===== src/rtl/vehicle_request_conditioner.sv =====
// Conditions the raw NS/EW road-loop sensors into clean, held vehicle requests for the traffic core.
// Latency: raw edge -> filtered level at edge DEBOUNCE_CYCLES+1, request at edge DEBOUNCE_CYCLES+2.
// Backpressure: none; level-based inputs and outputs, the request simply holds until its green serves it.
//
// Ports (top, vehicle_request_conditioner):
//   clk, rst                        rising-edge clock, synchronous active-high reset
//   ns_sensor_raw, ew_sensor_raw    asynchronous, possibly bouncing loop sensor lines
//   ns_green, ew_green              green lamps from the core; a lit green serves its direction
//   ns/ew_vehicle_detect            registered, latched request per direction
//   ns/ew_wait_cnt                  cycles the pending request has waited, saturating at WAIT_LIMIT
//   ns/ew_wait_alarm                waiting count has reached WAIT_LIMIT
//
// Both directions are built from one lane module; the lanes share nothing but clk/rst.

// One direction: synchroniser, debounce filter, request latch and wait counter.
// Latency: DEBOUNCE_CYCLES+2 edges from a stable raw level to the request output.
// Backpressure: none; the request holds until green, the counter saturates rather than wrapping.
module vrc_lane #(
  parameter int DEBOUNCE_CYCLES = 4,
  parameter int WAIT_LIMIT      = 32,
  parameter int WAIT_W          = 6
) (
  input  logic              clk,
  input  logic              rst,
  input  logic              sensor_raw,
  input  logic              green,
  output logic              vehicle_detect,
  output logic [WAIT_W-1:0] wait_cnt,
  output logic              wait_alarm
);

  // Counter only has to reach DEBOUNCE_CYCLES-1, so clog2 of the count is wide enough.
  localparam int DEB_W = (DEBOUNCE_CYCLES > 2) ? $clog2(DEBOUNCE_CYCLES) : 1;
  localparam logic [DEB_W-1:0]  DEB_LAST = DEB_W'(DEBOUNCE_CYCLES - 1);
  localparam logic [WAIT_W-1:0] WAIT_MAX = WAIT_W'(WAIT_LIMIT);

  logic             sync1;
  logic             sync2;
  logic [DEB_W-1:0] deb_cnt;
  logic             filt;
  logic             req;

  // Two-flop synchroniser; sync1 may go metastable and is never used beyond sync2.
  always_ff @(posedge clk) begin
    if (rst) begin
      sync1 <= 1'b0;
      sync2 <= 1'b0;
    end else begin
      sync1 <= sensor_raw;
      sync2 <= sync1;
    end
  end

  // Debounce: filt only moves after DEBOUNCE_CYCLES consecutive synchronised
  // samples disagree with it. Any agreeing sample restarts the run, so short
  // glitches are absorbed entirely.
  always_ff @(posedge clk) begin
    if (rst) begin
      deb_cnt <= '0;
      filt    <= 1'b0;
    end else if (sync2 == filt) begin
      deb_cnt <= '0;
    end else if (deb_cnt == DEB_LAST) begin
      filt    <= sync2;
      deb_cnt <= '0;
    end else begin
      deb_cnt <= deb_cnt + 1'b1;
    end
  end

  // Request latch: set by a present vehicle, cleared only by being served.
  // Green takes priority, so a vehicle sitting on its own green never requests;
  // if it is still there when green drops, the request sets on the next edge.
  always_ff @(posedge clk) begin
    if (rst) begin
      req <= 1'b0;
    end else if (green) begin
      req <= 1'b0;
    end else if (filt) begin
      req <= 1'b1;
    end
  end

  // Wait counter runs from the registered request, so it starts one edge after
  // the request rises and the alarm lands exactly WAIT_LIMIT edges after it.
  always_ff @(posedge clk) begin
    if (rst) begin
      wait_cnt <= '0;
    end else if (green || !req) begin
      wait_cnt <= '0;
    end else if (wait_cnt != WAIT_MAX) begin
      wait_cnt <= wait_cnt + 1'b1;
    end
  end

  assign vehicle_detect = req;
  assign wait_alarm     = (wait_cnt == WAIT_MAX);

endmodule

// Top: two independent lanes. Both greens at once is not expected from the core;
// if it happens each lane just follows its own rule and both requests clear.
module vehicle_request_conditioner #(
  parameter int DEBOUNCE_CYCLES = 4,
  parameter int WAIT_LIMIT      = 32,
  parameter int WAIT_W          = 6
) (
  input  logic              clk,
  input  logic              rst,
  input  logic              ns_sensor_raw,
  input  logic              ew_sensor_raw,
  input  logic              ns_green,
  input  logic              ew_green,
  output logic              ns_vehicle_detect,
  output logic              ew_vehicle_detect,
  output logic [WAIT_W-1:0] ns_wait_cnt,
  output logic [WAIT_W-1:0] ew_wait_cnt,
  output logic              ns_wait_alarm,
  output logic              ew_wait_alarm
);

  vrc_lane #(
    .DEBOUNCE_CYCLES (DEBOUNCE_CYCLES),
    .WAIT_LIMIT      (WAIT_LIMIT),
    .WAIT_W          (WAIT_W)
  ) u_ns_lane (
    .clk            (clk),
    .rst            (rst),
    .sensor_raw     (ns_sensor_raw),
    .green          (ns_green),
    .vehicle_detect (ns_vehicle_detect),
    .wait_cnt       (ns_wait_cnt),
    .wait_alarm     (ns_wait_alarm)
  );

  vrc_lane #(
    .DEBOUNCE_CYCLES (DEBOUNCE_CYCLES),
    .WAIT_LIMIT      (WAIT_LIMIT),
    .WAIT_W          (WAIT_W)
  ) u_ew_lane (
    .clk            (clk),
    .rst            (rst),
    .sensor_raw     (ew_sensor_raw),
    .green          (ew_green),
    .vehicle_detect (ew_vehicle_detect),
    .wait_cnt       (ew_wait_cnt),
    .wait_alarm     (ew_wait_alarm)
  );

endmodule


===== config.mk =====
export PLATFORM = sky130hd
export DESIGN_NAME = vehicle_request_conditioner
export DESIGN_NICKNAME = d
export VERILOG_FILES = /design/src/rtl/vehicle_request_conditioner.sv
export SDC_FILE = /design/constraint.sdc
export NUM_CORES = 1
export LEC_CHECK = 0
export ABC_AREA = 0
export CORE_AREA = 2 2 50 52
export CTS_BUF_LIST = sky130_fd_sc_hd__clkbuf_8
export DETAILED_ROUTE_END_ITERATION = 8
export DIE_AREA = 0 0 52 54
export HOLD_SLACK_MARGIN = 0.08
export PLACE_DENSITY = 0.86
export SETUP_SLACK_MARGIN = 0.15
export SYNTH_ARGS = -nofsm -noshare
export SYNTH_HDL_FRONTEND = slang
export SYNTH_HIERARCHICAL = 1
export SYNTH_SLANG_ARGS = --single-unit

===== constraint.sdc =====
create_clock -name clk -period 1.1 [get_ports clk]
set_input_delay 0.165 -clock clk [delete_from_list [all_inputs] [get_ports clk]]
set_output_delay 0.165 -clock clk [all_outputs]
set_load 0.03 [all_outputs]

==> impl_metrics.ini, run 1 <==
[worst_hold_path]
hold_depth = 3
hp-class = input pin to flop
min_to = u_ew_lane/vehicle_detect$_SDFFE_PP0P_
worstHoldStart = rst

[timing]
whs_ns = 0.315
finalHoldViolCount = 0
worst_slack_ns = -0.279
fin_crit_ns = 1.38
tightest_slew_ns = 0.337
setup_violations = 18
maxSlewViolCount = 0
rsz0062_at_grt = true
fin_worst_skew_ns = 0.00735
finalCritPeriodShare_pct = 125
fmax_ghz = 0.725
relSlewSlack_pct = 77.5
tns_ns = -2.31

[routing]
drt-initial-drc-count = 6
dr.pass1.iters = 4
post_drt_wl_per_cell_um = 15.6
drc = 0
detail_route.vias_per_cell = 5.23
ant_nets = 0
wl_um = 3050
num_vias = 1025

[power]
combPwrFrac_pct = 3.2
total_power_mw = 1.66
powerDensity_mw_per_mm2 = 877
ir_worst_vdd_mv = 0.983
seq_power_share_pct = 51.1
static-leakage-power_nw = 0.725
clockPowerShare_pct = 45.6
power_switching_uw = 296
switching_share_pct = 17.8
p_int_mw = 1.37

[clocking]
cts_tree = built
cts_buffers = 3
cts_root_buf = clkbuf_8
cts_hold_buf = 0
clkTransAtPathRegs_ns = 0.08
clk_latency_ns = 0.27
h-tree-depth = 1
clock_path_buffers = 2
cts.sinks = 24

[synth]
synthTopCellsByCount = dfxtp_1, nor2_1, nor3_1
synth_mux_area_share_pct = 1.99
synth-simple-area-share_pct = 25.6
synth_top_area_share_pct = 47.8
synth.distinct_cells = 18
ys.flop_type = dfxtp_1
avgSynthCellArea_um2 = 9.49
ys_seq_elements = 24
synthTopCellsByArea = dfxtp_1, ha_1, nor3_1
syn_inst = 106
synth_edf_count = 0
yosysMostFrequentCell = dfxtp_1
synth_warnings = 6
synth_nets = 118
synthXorXnorAreaFrac_pct = 6.97
syn_area_mm2 = 0.00101
synth_seq_area_share_pct = 47.8
synth_fa_ha_area_share_pct = 7.46
synth_top_area_cell = dfxtp_1
synthArstFlopShare_pct = 0
synth_top_family_by_area = simple AND/OR/NAND/NOR gates
synth_compound_area_share_pct = 4.98

[floorplanning]
die-area_mm2 = 0.00281
die_y_um = 54
core_area_mm2 = 0.00232
ios = 22
die_w_um = 52
rows = 18
initial_core_util_pct = 43.4

[place]
hpwlAfterDp_um = 1650
dpl_worst_slack_ns = -0.183
globalplace.congestion = 0.737
portBuffers = 21

[layout]
fin_util_pct = 81.8
fill_cells = 137
multi_input_area_um2 = 658
diodes = 0
finalNetCount = 179
layout-drive-gt1-share_pct = 65.7
seq_area_um2 = 539
areaGrowthSynthToFinish_pct = 88.6

[worst_setup_path]
start_kind = flop
required_ns = 0.94
critPathKind = flop to primary output
r2r_end = u_ew_lane/wait_cnt[4]$_SDFFE_PP0P_
r2r_start = u_ew_lane/wait_cnt[0]$_SDFFE_PP0P_
rrSetupSlack_ns = -0.24
path_max_fanout = 2
rr_worst_depth = 6
worstPathArrival_ns = 1.21
worstSetupEndpointType = primary output

[global_routing]
grt_pass1_vias = 927
grt_use_total_pct = 21.6
grt_max_degree = 15
grt_first_pass_wirelength_um = 4250
antenna_found_initial = 0
grt.overflow.total = 0

[status]
violations = setup timing
outcome = finished with violations

[run]
max_cap_violations = 0
-- registers in the layout, summed over array words and instances (netlist names), 2 cells and up --
signal,flops
u_ew_lane/wait_cnt,6
u_ew_lane/deb_cnt,2
u_ns_lane/wait_cnt,6
u_ns_lane/deb_cnt,2
-- worst max path at each step --
stage / from / end / slack (ns) / cells after the start
floorplan: u_ew_lane/wait_cnt[1]$_SDFFE_PP0P_ / u_ew_lane/wait_cnt[3]$_SDFFE_PP0P_ / -0.05 / 5
global placement: rst / u_ns_lane/wait_cnt[0]$_SDFFE_PP0P_ / -0.14 / 4
detailed placement: rst / u_ns_lane/wait_cnt[3]$_SDFFE_PP0P_ / -0.18 / 4
CTS: u_ew_lane/wait_cnt[0]$_SDFFE_PP0P_ / ew_wait_alarm / -0.26 / 5
global route: u_ew_lane/wait_cnt[0]$_SDFFE_PP0P_ / ew_wait_alarm / -0.34 / 5
finish: u_ew_lane/wait_cnt[0]$_SDFFE_PP0P_ / ew_wait_alarm / -0.28 / 5
-- worst max-delay path, cell delays in order, from the launching register on --
cell	delay [ns]
dfxtp_4	0.36
inv_4	0.06
ha_4	0.14
nand4bb_4	0.12
nor2_4	0.12
buf_6	0.14
-- layer usage --
metal  wire length (um)  GRT usage (%)
met4                 35           8.33
met2               1730           42.0
met5                  0              0
met3                124           5.00
met1               1160           22.2
-- per-stage QoR --
stage,area (um^2),cells
2_1_floorplan,1110,106
3_3_place_gp,1380,166
3_5_place_dp,1380,166
4_1_cts,1770,189
5_1_grt,1900,196
6_report,1900,196
-- placed cells by master (no fill, tap or decap), drive strengths merged --
cell type	count
buf	53
nor2b	4
nand4bb	2
inv	8
xnor2	4
xor2	4
bufinv	1
dfxtp	24
or3	4
a21oi	6
o21ai	4
ha	6
nand3	6
nand2	4
nor3	12
and4bb	2
dlymetal6s2s	1
nor2	12
clkbuf	3
clkdlybuf4s50	4
mux2i	2
-- cell families (layout without fill, tap and decap cells) --
family,count (synthesis),in the layout
AND/OR/NAND/NOR,46,46
flip-flops,24,24
AO/OA/AOI/OAI,10,10
adder cells (fa/ha/maj),6,6
buffers and inverters,10,70
multiplexers,2,2
XOR/XNOR,8,8
-- power groups by stage --
stage	Clock [mW]	Sequential [mW]	Combinational, mW
after floorplan	0	0.886	0.0124
after global placement	0	0.886	0.0417
after detailed placement	0	0.887	0.0433
after CTS	0.771	0.853	0.0471
after global routing	0.804	0.852	0.0594
final	0.759	0.851	0.0541
-- layout make-up --
cell class,count,share of cell area [%]
multi-input cells,72,34.7
repair buffers,58,29.3
flip-flops and latches,24,28.4
clock buffers,3,2.18
well taps,30,1.98
inverters,8,1.85
clock inverters,1,1.58
-- what timing repair did --
action,CTS,global route
buffers inserted,19,7
gates cloned,0,0
gates resized for setup,49,20
endpoints found under the setup margin,32,33
pin swaps,11,7
Power figures use the tool's default switching activity.
==> inputs of run 2 (changes only) <==
Settings changed: PLACE_DENSITY 0.86 to 0.82, SLEW_MARGIN from default to 40.
==> run 2 against run 1 <==
Non-clock buffer count shrank 5. Critical path type unchanged. Hold slack gained 0.030 ns. Worst setup slack lost 0.073 ns. Global-route usage shrank 0.99 points. First-iteration DRC count grew to 3.0 times the previous value. Combinational power shrank 14%. The run still ends with setup timing left.
==> impl_metrics.ini, run 2 (synthesis gave the netlist of run 1 again) <==
[layout]
diodes = 0
final_cell_mix = buf_6, buf_4, dfxtp_4
final_common_cell = buf_6
layout-drive-gt1-share_pct = 66.5
multi_input_area_um2 = 713
fill_cells = 136
seq_area_um2 = 537
areaGrowthSynthToFinish_pct = 87.8
fin_util_pct = 81.4
finalNetCount = 174
top_regs = u_ew_lane/wait_cnt (6), u_ns_lane/wait_cnt (6)

[worst_setup_path]
rrSetupSlack_ns = -0.31
r2r_start = u_ew_lane/wait_cnt[0]$_SDFFE_PP0P_
slowest_delay_ns = 0.36
worst_path_max_delay_cell = dfxtp_4
start_kind = flop
rr_worst_depth = 8
path_cells = inv_4, ha_4, nand4bb_4, nor2_4, buf_6
required_ns = 0.94
worstSetupStartpoint = u_ew_lane/wait_cnt[0]$_SDFFE_PP0P_
cp-endpoint = ew_wait_alarm
worstPathArrival_ns = 1.29
r2r_end = u_ew_lane/wait_cnt[1]$_SDFFE_PP0P_
path_max_fanout = 2
worstSetupEndpointType = primary output
critPathKind = flop to primary output

[timing]
fin_crit_ns = 1.45
fmax_ghz = 0.689
relSlewSlack_pct = 77.9
maxSlewViolCount = 0
tightest_slew_ns = 0.330
finalHoldViolCount = 0
worst_slack_ns = -0.352
rsz0062_at_grt = true
setup_violations = 13
fin_worst_skew_ns = 0.00362
finalCritPeriodShare_pct = 132

[floorplanning]
initial_core_util_pct = 43.4
die_w_um = 52
die-area_mm2 = 0.00281
die_y_um = 54
rows = 18
ios = 22
core_area_mm2 = 0.00232

[routing]
detail_route.vias_per_cell = 5.24
ant_nets = 0
dr.pass1.iters = 4
drt-initial-drc-count = 18
post_drt_wl_per_cell_um = 16.0
wl_um = 3050
drc = 0
num_vias = 1001

[status]
outcome = finished with violations
violations = setup timing

[clocking]
clk_latency_ns = 0.26
clock_path_buffers = 2
clkTransAtPathRegs_ns = 0.08
cts_hold_buf = 0
cts_root_buf = clkbuf_8
cts_tree = built
cts.sinks = 24
cts_buffers = 3
h-tree-depth = 1

[place]
globalplace.congestion = 0.796
hpwlAfterDp_um = 1490
portBuffers = 21

[global_routing]
grt_pass1_vias = 943
grt_first_pass_wirelength_um = 4180
grt.overflow.total = 0
antenna_found_initial = 0
grt_use_total_pct = 20.6
grt_max_degree = 14

[run]
max_cap_violations = 0

[worst_hold_path]
hp-class = input pin to flop

[power]
total_power_mw = 1.41
ir_worst_vdd_mv = 0.939
static-leakage-power_nw = 0.682
powerDensity_mw_per_mm2 = 747
-- run 2: stage by stage --
stage / std cells / instance area [um^2] / worst slack [ns] / TNS [ns] / hold WS, ns
global route: 191 / 1890 / -0.382 / -3.18 / 0.363
detailed placement: 164 / 1370 / -0.157 / -2.08 / 0.415
global placement: 164 / 1370 / -0.162 / -2.02 / 0.411
finish: 191 / 1890 / -0.352 / -2.63 / 0.345
CTS: 184 / 1750 / -0.272 / -1.56 / 0.328
floorplan: 106 / 1110 / -0.0517 / -0.391 / 0.237
-- run 2: power by group --
group          internal, mW  switching [mW]  total (mW)  leakage, nW
sequential            0.848         0.00597       0.854        0.208
clock                 0.249           0.262       0.511       0.0231
combinational        0.0299          0.0166      0.0465        0.450
total                  1.13           0.285        1.41        0.682
-- run 2: layout make-up --
type / instances / share of cell area [%]
sequential: 24 / 28.4
tap: 30 / 1.99
multi-input combinational: 72 / 37.7
timing repair buffer: 53 / 27.6
clock buffer: 3 / 2.19
inverter: 8 / 1.85
clock inverter: 1 / 0.199
-- run 2: how the worst min path moves through the flow --
stage               cells after the start                            start  slack, ns                               endpoint
detailed placement                      1  u_ew_lane/deb_cnt[0]$_SDFF_PP0_       0.41        u_ew_lane/deb_cnt[0]$_SDFF_PP0_
CTS                                     2                              rst       0.33  u_ns_lane/vehicle_detect$_SDFFE_PP0P_
global placement                        1  u_ew_lane/deb_cnt[0]$_SDFF_PP0_       0.41        u_ew_lane/deb_cnt[0]$_SDFF_PP0_
global route                            2                              rst       0.36  u_ns_lane/vehicle_detect$_SDFFE_PP0P_
finish                                  2                              rst       0.34  u_ns_lane/vehicle_detect$_SDFFE_PP0P_
floorplan                               1                              rst       0.24             u_ew_lane/sync1$_SDFF_PP0_
-- run 2: layer usage --
metal,vias up,routed length (um),global-route usage [%]
met3,6,136,3.61
met5,-,0,0
li1,468,-,-
met1,483,1170,21.4
met4,0,48,6.14
met2,44,1690,41.6
-- run 2: critical path, delay by kind of cell, from the launching register on --
| kind | cells | cell delay (ns) |
|---|---|---|
| flip-flops | 1 | 0.36 |
| AND/OR/NAND/NOR | 2 | 0.31 |
| buffers and inverters | 2 | 0.21 |
| adder cells (fa/ha/maj) | 1 | 0.14 |
-- run 2: repair_timing --
item,4_1_cts,5_1_grt
endpoints found under the setup margin,32,33
resized for setup,57,20
setup buffers,16,8
pin swaps,16,10
